`src/rtl/serial_sub_pkg.sv`:
```
`default_nettype none
// +------------------------------------------------------------------+
// | Module      : serial_sub_pkg                                     |
// | Description : Shared state encoding and default width for the    |
// |               bit-serial subtractor.                             |
// | Revision    : 1.0 - initial release                              |
// +------------------------------------------------------------------+
package serial_sub_pkg;

   localparam int DEFAULT_WIDTH = 8;

   typedef enum logic [1:0] {
      IDLE  = 2'd0,
      SHIFT = 2'd1,
      DONE  = 2'd2
   } state_t;

endpackage : serial_sub_pkg
`default_nettype wire

```
`src/rtl/full_sub_cell.sv`:
```
`default_nettype none
// +------------------------------------------------------------------+
// | Module      : full_sub_cell                                      |
// | Description : One-bit combinational full subtractor computing    |
// |               x - y - bi, returning difference d and borrow bo.  |
// | Revision    : 1.0 - initial release                              |
// +------------------------------------------------------------------+
module full_sub_cell (
   input  logic x,
   input  logic y,
   input  logic bi,
   output logic d,
   output logic bo
);

   // Difference bit and borrow-out of a single-bit subtraction
   always_comb begin
      d  = x ^ y ^ bi;
      bo = (~x & y) | (~(x ^ y) & bi);
   end

endmodule : full_sub_cell
`default_nettype wire

```
`src/rtl/serial_subtractor.sv`:
```
`default_nettype none
// +------------------------------------------------------------------+
// | Module      : serial_subtractor                                  |
// | Description : Bit-serial a - b - bin, LSB first, one bit per     |
// |               clock through a single full-subtractor cell, with  |
// |               valid/ready handshakes on operands and result.     |
// | Revision    : 1.0 - initial release                              |
// +------------------------------------------------------------------+
module serial_subtractor
   import serial_sub_pkg::*;
#(
   parameter int WIDTH = DEFAULT_WIDTH
) (
   input  logic             clk,
   input  logic             rst_n,
   input  logic             start_valid,
   output logic             start_ready,
   input  logic [WIDTH-1:0] a,
   input  logic [WIDTH-1:0] b,
   input  logic             bin,
   output logic             res_valid,
   input  logic             res_ready,
   output logic [WIDTH-1:0] diff,
   output logic             bout,
   output logic             ovf,
   output logic             busy
);

   localparam int            CW   = $clog2(WIDTH);
   localparam logic [CW-1:0] LAST = CW'(WIDTH - 1);

   state_t           state;
   state_t           state_nxt;
   logic [WIDTH-1:0] a_sr;
   logic [WIDTH-1:0] b_sr;
   logic [WIDTH-1:0] diff_sr;
   logic [CW-1:0]    count;
   logic             borrow;
   logic             bout_q;
   logic             ovf_q;
   logic             cell_d;
   logic             cell_bo;
   logic             accept;
   logic             last_bit;

   assign accept   = (state == IDLE) && start_valid;
   assign last_bit = (state == SHIFT) && (count == LAST);

   assign diff = diff_sr;
   assign bout = bout_q;
   assign ovf  = ovf_q;

   full_sub_cell u_cell (
      .x  (a_sr[0]),
      .y  (b_sr[0]),
      .bi (borrow),
      .d  (cell_d),
      .bo (cell_bo)
   );

   // State register
   always_ff @(posedge clk or negedge rst_n) begin
      if (!rst_n) state <= IDLE;
      else        state <= state_nxt;
   end

   // Next-state and handshake/status decode
   always_comb begin
      state_nxt   = state;
      start_ready = 1'b0;
      res_valid   = 1'b0;
      busy        = 1'b0;
      case (state)
         IDLE: begin
            start_ready = 1'b1;
            if (start_valid) state_nxt = SHIFT;
         end
         SHIFT: begin
            busy = 1'b1;
            if (count == LAST) state_nxt = DONE;
         end
         DONE: begin
            busy      = 1'b1;
            res_valid = 1'b1;
            if (res_ready) state_nxt = IDLE;
         end
         default: state_nxt = IDLE;
      endcase
   end

   // Operand shifting, result assembly and borrow chain; the borrow into
   // the MSB is the registered borrow on the last bit, so overflow is its
   // XOR with the cell's borrow-out.
   always_ff @(posedge clk or negedge rst_n) begin
      if (!rst_n) begin
         a_sr    <= '0;
         b_sr    <= '0;
         diff_sr <= '0;
         count   <= '0;
         borrow  <= 1'b0;
         bout_q  <= 1'b0;
         ovf_q   <= 1'b0;
      end else if (accept) begin
         a_sr   <= a;
         b_sr   <= b;
         borrow <= bin;
         count  <= '0;
      end else if (state == SHIFT) begin
         a_sr    <= {1'b0, a_sr[WIDTH-1:1]};
         b_sr    <= {1'b0, b_sr[WIDTH-1:1]};
         diff_sr <= {cell_d, diff_sr[WIDTH-1:1]};
         borrow  <= cell_bo;
         count   <= count + CW'(1);
         if (last_bit) begin
            bout_q <= cell_bo;
            ovf_q  <= borrow ^ cell_bo;
         end
      end
   end

endmodule : serial_subtractor
`default_nettype wire
```
`config.mk`:
```
export PLATFORM = sky130hd
export DESIGN_NAME = serial_subtractor
export DESIGN_NICKNAME = d
export VERILOG_FILES = /design/src/rtl/serial_sub_pkg.sv /design/src/rtl/full_sub_cell.sv /design/src/rtl/serial_subtractor.sv
export SDC_FILE = /design/constraint.sdc
export NUM_CORES = 1
export LEC_CHECK = 0
export ABC_AREA = 1
export CAP_MARGIN = 20
export CORE_ASPECT_RATIO = 1.1
export CORE_MARGIN = 5
export CORE_UTILIZATION = 35
export DETAILED_ROUTE_END_ITERATION = 8
export GPL_ROUTABILITY_DRIVEN = 1
export GPL_TIMING_DRIVEN = 0
export MAX_ROUTING_LAYER = met4
export PLACE_DENSITY = 0.66
export SYNTH_ARGS = -nofsm -noshare
export SYNTH_HDL_FRONTEND = slang
export SYNTH_SLANG_ARGS = --single-unit
```
`constraint.sdc`:
```
create_clock -name clk -period 1.4 [get_ports clk]
set_input_delay 0.28 -clock clk [delete_from_list [all_inputs] [get_ports clk]]
set_output_delay 0.28 -clock clk [all_outputs]
set_load 0.03 [all_outputs]
```
* Word level (Yosys, flattened, before mapping)
Index checks and enable logic that the tools add are counted.
** Word-level totals
- Word-level logic and storage cells :: 47
- Input port bits :: 21
- Flip-flop bits (word level) :: 32
- Output and inout bits :: 13
** Cells by class
- $add $sub $neg :: 1
- Bitwise gates (word level) :: 9
- Mux-type cells :: 15
- Reductions and logical operators :: 8
- Equality and inequality tests :: 6
** Operators with widths (count)
- $mux 8 :: 4
- $mux 2 :: 3
- $mux 3 :: 2
- $ne 2x2->1 const B :: 3
- $pmux 2 s3 :: 1
- $reduce_and 3->1 :: 2
- $mux 1 :: 5
- $add 3x1->3 const B :: 1
- $eq 3x3->1 const B :: 1
- $not 1->1 :: 3
- $xor 1x1->1 :: 3
- $and 1x1->1 :: 2
- $eq 2x1->1 const B :: 1
- $eq 2x2->1 const B :: 1
- $logic_and 1x1->1 :: 2
- $logic_not 2->1 :: 1
- $reduce_and 2->1 :: 1
- $reduce_bool 2->1 :: 1
- $reduce_or 2->1 :: 1
- $or 1x1->1 :: 1

* Longest topological paths before layout
- Depth in word-level cells :: 6
- Depth in mapped cells :: 8
- Gate-level depth less buffers :: 7

* Hierarchy
From an unflattened synthesis, not the netlist that was laid out.
** Unflattened totals
- Cells, all modules :: 174
- Area, all modules :: 1503.9 um2
** By module, submodules not included
- serial_subtractor :: area an instance 1472.7 um2, cells an instance 170, seq. area each 800.8 um2, times used 1
- full_sub_cell :: area an instance 31.3 um2, cells an instance 4, seq. area each 0.0 um2, times used 1

* Worst setup path after synthesis
OpenSTA, ideal clock, no wires.
- Kind :: register to register
- Start point :: reg state[0]
- End point :: reg a_sr[2]
- Setup time :: 124 ps
- Data required time :: 1276 ps
- Clock period less this slack :: 1524 ps
- Cell stages (with the launch flop) :: 9
- Arrival time :: 1400 ps
- Path slack :: -124 ps
- Buffers on the path :: 1
- Cell sequence :: dfrtp_1 > inv_1 > ha_1 > nand2_2 > nand2_1 > inv_2 > buf_4 > nand2_1 > nand3_1
** On the way
- Word-level cells in the longest chain between the ends :: 3
- Elaborated cells on any way between the ends :: 5
- Classes of those cells :: 1 x eq/ne; 1 x mux; 3 x reduce/logical
** Ends and longest elaborated chain
- from (decl) :: RTL line serial_subtractor.sv:32 : state_t state;
- from (signal assigned) :: RTL line serial_subtractor.sv:64 : else state <= state_nxt;
- $logic_not 2->1 :: RTL line serial_subtractor.sv:46 : assign accept = (state == IDLE) && start_valid;
- $logic_and 1x1->1 :: RTL line serial_subtractor.sv:46
- $mux 8 or $reduce_bool 2->1 (tied branches)
- to (signal assigned) :: RTL line serial_subtractor.sv:109 : a_sr <= {1'b0, a_sr[WIDTH-1:1]};
- to (decl) :: RTL line serial_subtractor.sv:34 : logic [WIDTH-1:0] a_sr;
Parallel ways exist; a longest one is shown, timed or not.
A chain may end at the register's enable or synchronous reset.

* Worst setup path in the final report
- Start point :: reg state[1]
- End point :: out busy
** On the way
- Word-level cells in the longest chain between the ends :: 3
- Elaborated cells on any way between the ends :: 4
- Classes of those cells :: 2 x eq/ne; 1 x mux; 1 x reduce/logical
** Ends and longest elaborated chain
- $eq 2x1->1 or $eq 2x2->1 (tied branches) :: RTL line serial_subtractor.sv:73 : case (state)
- $reduce_or 2->1 (no source line) (*)
- $mux 1 (*) :: RTL line serial_subtractor.sv:73
- to (decl) :: RTL line serial_subtractor.sv:26 : output logic busy
Mark *: on every way between the ends. The rest lies on a longest branch, timed or not.

==> impl_results.md <==
- Pleak: 1.04 nW
- Area after DPL: 1860 sq um
- Grt ovf: 0
- PnR worst setup slack: -0.0175 ns
- Die area: 5560 sq um
- Starting Density: 36.5%
- Die height: 77.7 um
- Area growth syn-to-layout: 35.3%
- Filler cells: 400
- Required @ worst endpoint: 1.12 ns
- Cell area after layout: 1970 sq um
- First-pass GRT wire length: 5.10 mm
- Crit-path max FO: 3
- # setup viols final: 1
- Routed wire per std cell: 10.9 um
- Status: finished with violations
- Die Span X: slightly above 70 um
- CTS Sinks: 32
- Gpl congestion: about 0.8
- Tot Pwr: 0.00401 W
- Detailed Routing Iterations Pass 1: 4
- Final min period: roughly 1.4 ns
- Initial DRC count: 53
- Post-detail-place hpwl: about 2.1 mm
- Register area share after synthesis: a little over half
- Syn Area/Cell: 8.38 sq um
- Number of max-cap violations: 0
- Largest net degree at the start of global routing: 33
- CTS max path bufs: 2
- Final wirelength: 2.93 mm
- Crit end category: output pin
- Drt via density: between 4 and 5
- Vias in the first global route: 1191
- Mapped Nets: 202
- H-tree Lvls: 2
- Net count, final: 244
- Synth warn: 0
- Period utilization: 101%
- Core area: 3990 sq um
- Drt drc: 0
- Normalized max-slew margin: about 53%
- Worst skew pair latency: ~0.28 ns
- Share of layout cells above drive strength 1: 12.4%
- VDD IR max: approximately 0.00067 V
- Path type of the worst setup path: reg2out
- Worst-Margin Slew: 0.705 ns
- Fmax: 705 MHz
- TritonCTS clock tree: done
- Clk_skew: just under 0.004 ns
- Clk slew on worst S/H paths: 0.06 ns
- Hold Fails Final Rpt: 0
- Routed Antenna Nets: 0
- Distinct cells, synth: 15
- IO Pins: 34
- Ant. Diodes: 0
- Vias: 1181
- Synth Register Bits: 32
- # port buffers: 33
- Total CTS buffers: 5
- Violations in the final reports: setup timing
- WP data arrival: 1.14 ns
- Crit start category: flip-flop
- Cells after Synth: ~170
- Rows: 24
- Worst Hold Class: in2async
- Post-Syn Area: 1460 sq um
- Root buffer cell: clkbuf_8
- Fin. max-slew vios: 0
- Initial antenna violation count: 0
- Tot GR Track Use: 11.9%
- P per Cell Area: a little over 2000 nW/um^2
- Unrepaired setup endpoints after global routing: true
[power breakdown]
part           total, W  internal [W]  switching [W]
sequential      0.00151       0.00130       0.000210
clock          0.000715      0.000400       0.000315
combinational   0.00179      0.000722        0.00106
[per-stage QoR]
step	hold slack, ns	utilization [%]	cells	setup WS [ns]	setup TNS (ns)
floorplan	-0.0156	-	174	0.0560	0
global placement	0.457	46.7	259	-0.583	-20.23
detailed placement	0.376	46.6	259	-0.266	-1.87
CTS	0.0745	48.8	269	-0.0124	-0.0124
global route	0.113	49.4	269	-0.0602	-0.308
finish	0.0424	49.4	269	-0.0175	-0.0175
[per-layer routing]
metal	vias up	wire length (um)	share of wire (%)	track usage [%]
li1	621	-	-	-
met1	528	1320	45	14.2
met2	30	1370	47	18.8
met3	2	208	7.1	5.04
met4	0	23	0.79	2.82
met5	-	0	0	-
[synth_stat cells]
cell,number,area [sq um]
buf_2,1,5.00
buf_4,4,30.0
dfrtp_1,32,801
fa_1,1,20.0
ha_1,6,75.1
inv_1,9,33.8
inv_2,4,15.0
nand2_1,91,342
nand2_2,1,6.26
nand3_1,17,85.1
nand4_1,2,12.5
nor2_1,1,3.75
o21ai_0,3,15.0
o21ai_1,1,5.00
xnor2_1,1,8.76
[kinds of logic after synthesis]
logic type               count (synthesis)  synth area share [%]
adder cells (fa/ha/maj)                  7                  6.52
buffers and inverters                   18                  5.75
AO/OA/AOI/OAI                            4                  1.37
flip-flops                              32                  54.9
XOR/XNOR                                 1                 0.601
AND/OR/NAND/NOR                        112                  30.8
[sequential cells by signal, summed over array words and instances (netlist names)]
| register | count |
|---|---|
| borrow | 1 |
| b_sr | 8 |
| diff | 8 |
| a_sr | 8 |
| state | 2 |
| bout | 1 |
| ovf | 1 |
| count | 3 |
[final timing paths]
kind | endpoint | slack, ns | start | cells after the start
max | busy | -0.02 | state[1] | 3
min | diff[0] | 0.04 | rst_n | 1
max reg2reg | b_sr[4] | 0.07 | state[1] | 8
min reg2reg | count[1] | 0.48 | count[1] | 2
max in group asynchronous | diff[4] | 0.90 | rst_n | 1
min in group clk | count[1] | 0.48 | count[1] | 2
[placed cells by master, fill, tap and decap left out]
cell and n:
ha_4 1, dlygate4sd2_1 10, buf_2 1, inv_1 7, buf_6 5, fa_1 1
nand2_2 2, dfrtp_1 32, buf_4 5, ha_1 4, o21ai_0 3, clkbuf_8 6
o21ai_1 1, clkdlybuf4s50_1 19, nor2_1 1, inv_2 6, nand4_1 2, xnor2_1 1
clkbuf_1 2, nand2_1 90, ha_2 1, nand3_1 17
[layout make-up]
type	count	area [sq um]	share of cell area (%)
Buffer	5	45.0	2.28
Timing Repair Buffer	35	332	16.8
Sequential cell	32	801	40.6
Inverter	13	48.8	2.47
Clock buffer	8	90.1	4.57
Tap cell	52	65.1	3.30
Multi-Input combinational cell	124	591	29.9
[critical path, cell delays in order (launching register included)]
cell     delay [ns]
dfrtp_1        0.39
inv_2          0.08
ha_4           0.26
buf_6          0.12
[repair_timing]
item | CTS | global route
resized for setup | 31 | 8
endpoints found under the setup margin | 33 | 21
hold buffers | 0 | 0
setup buffers | 2 | 0
Note: power is estimated with default switching activity, not from simulation.
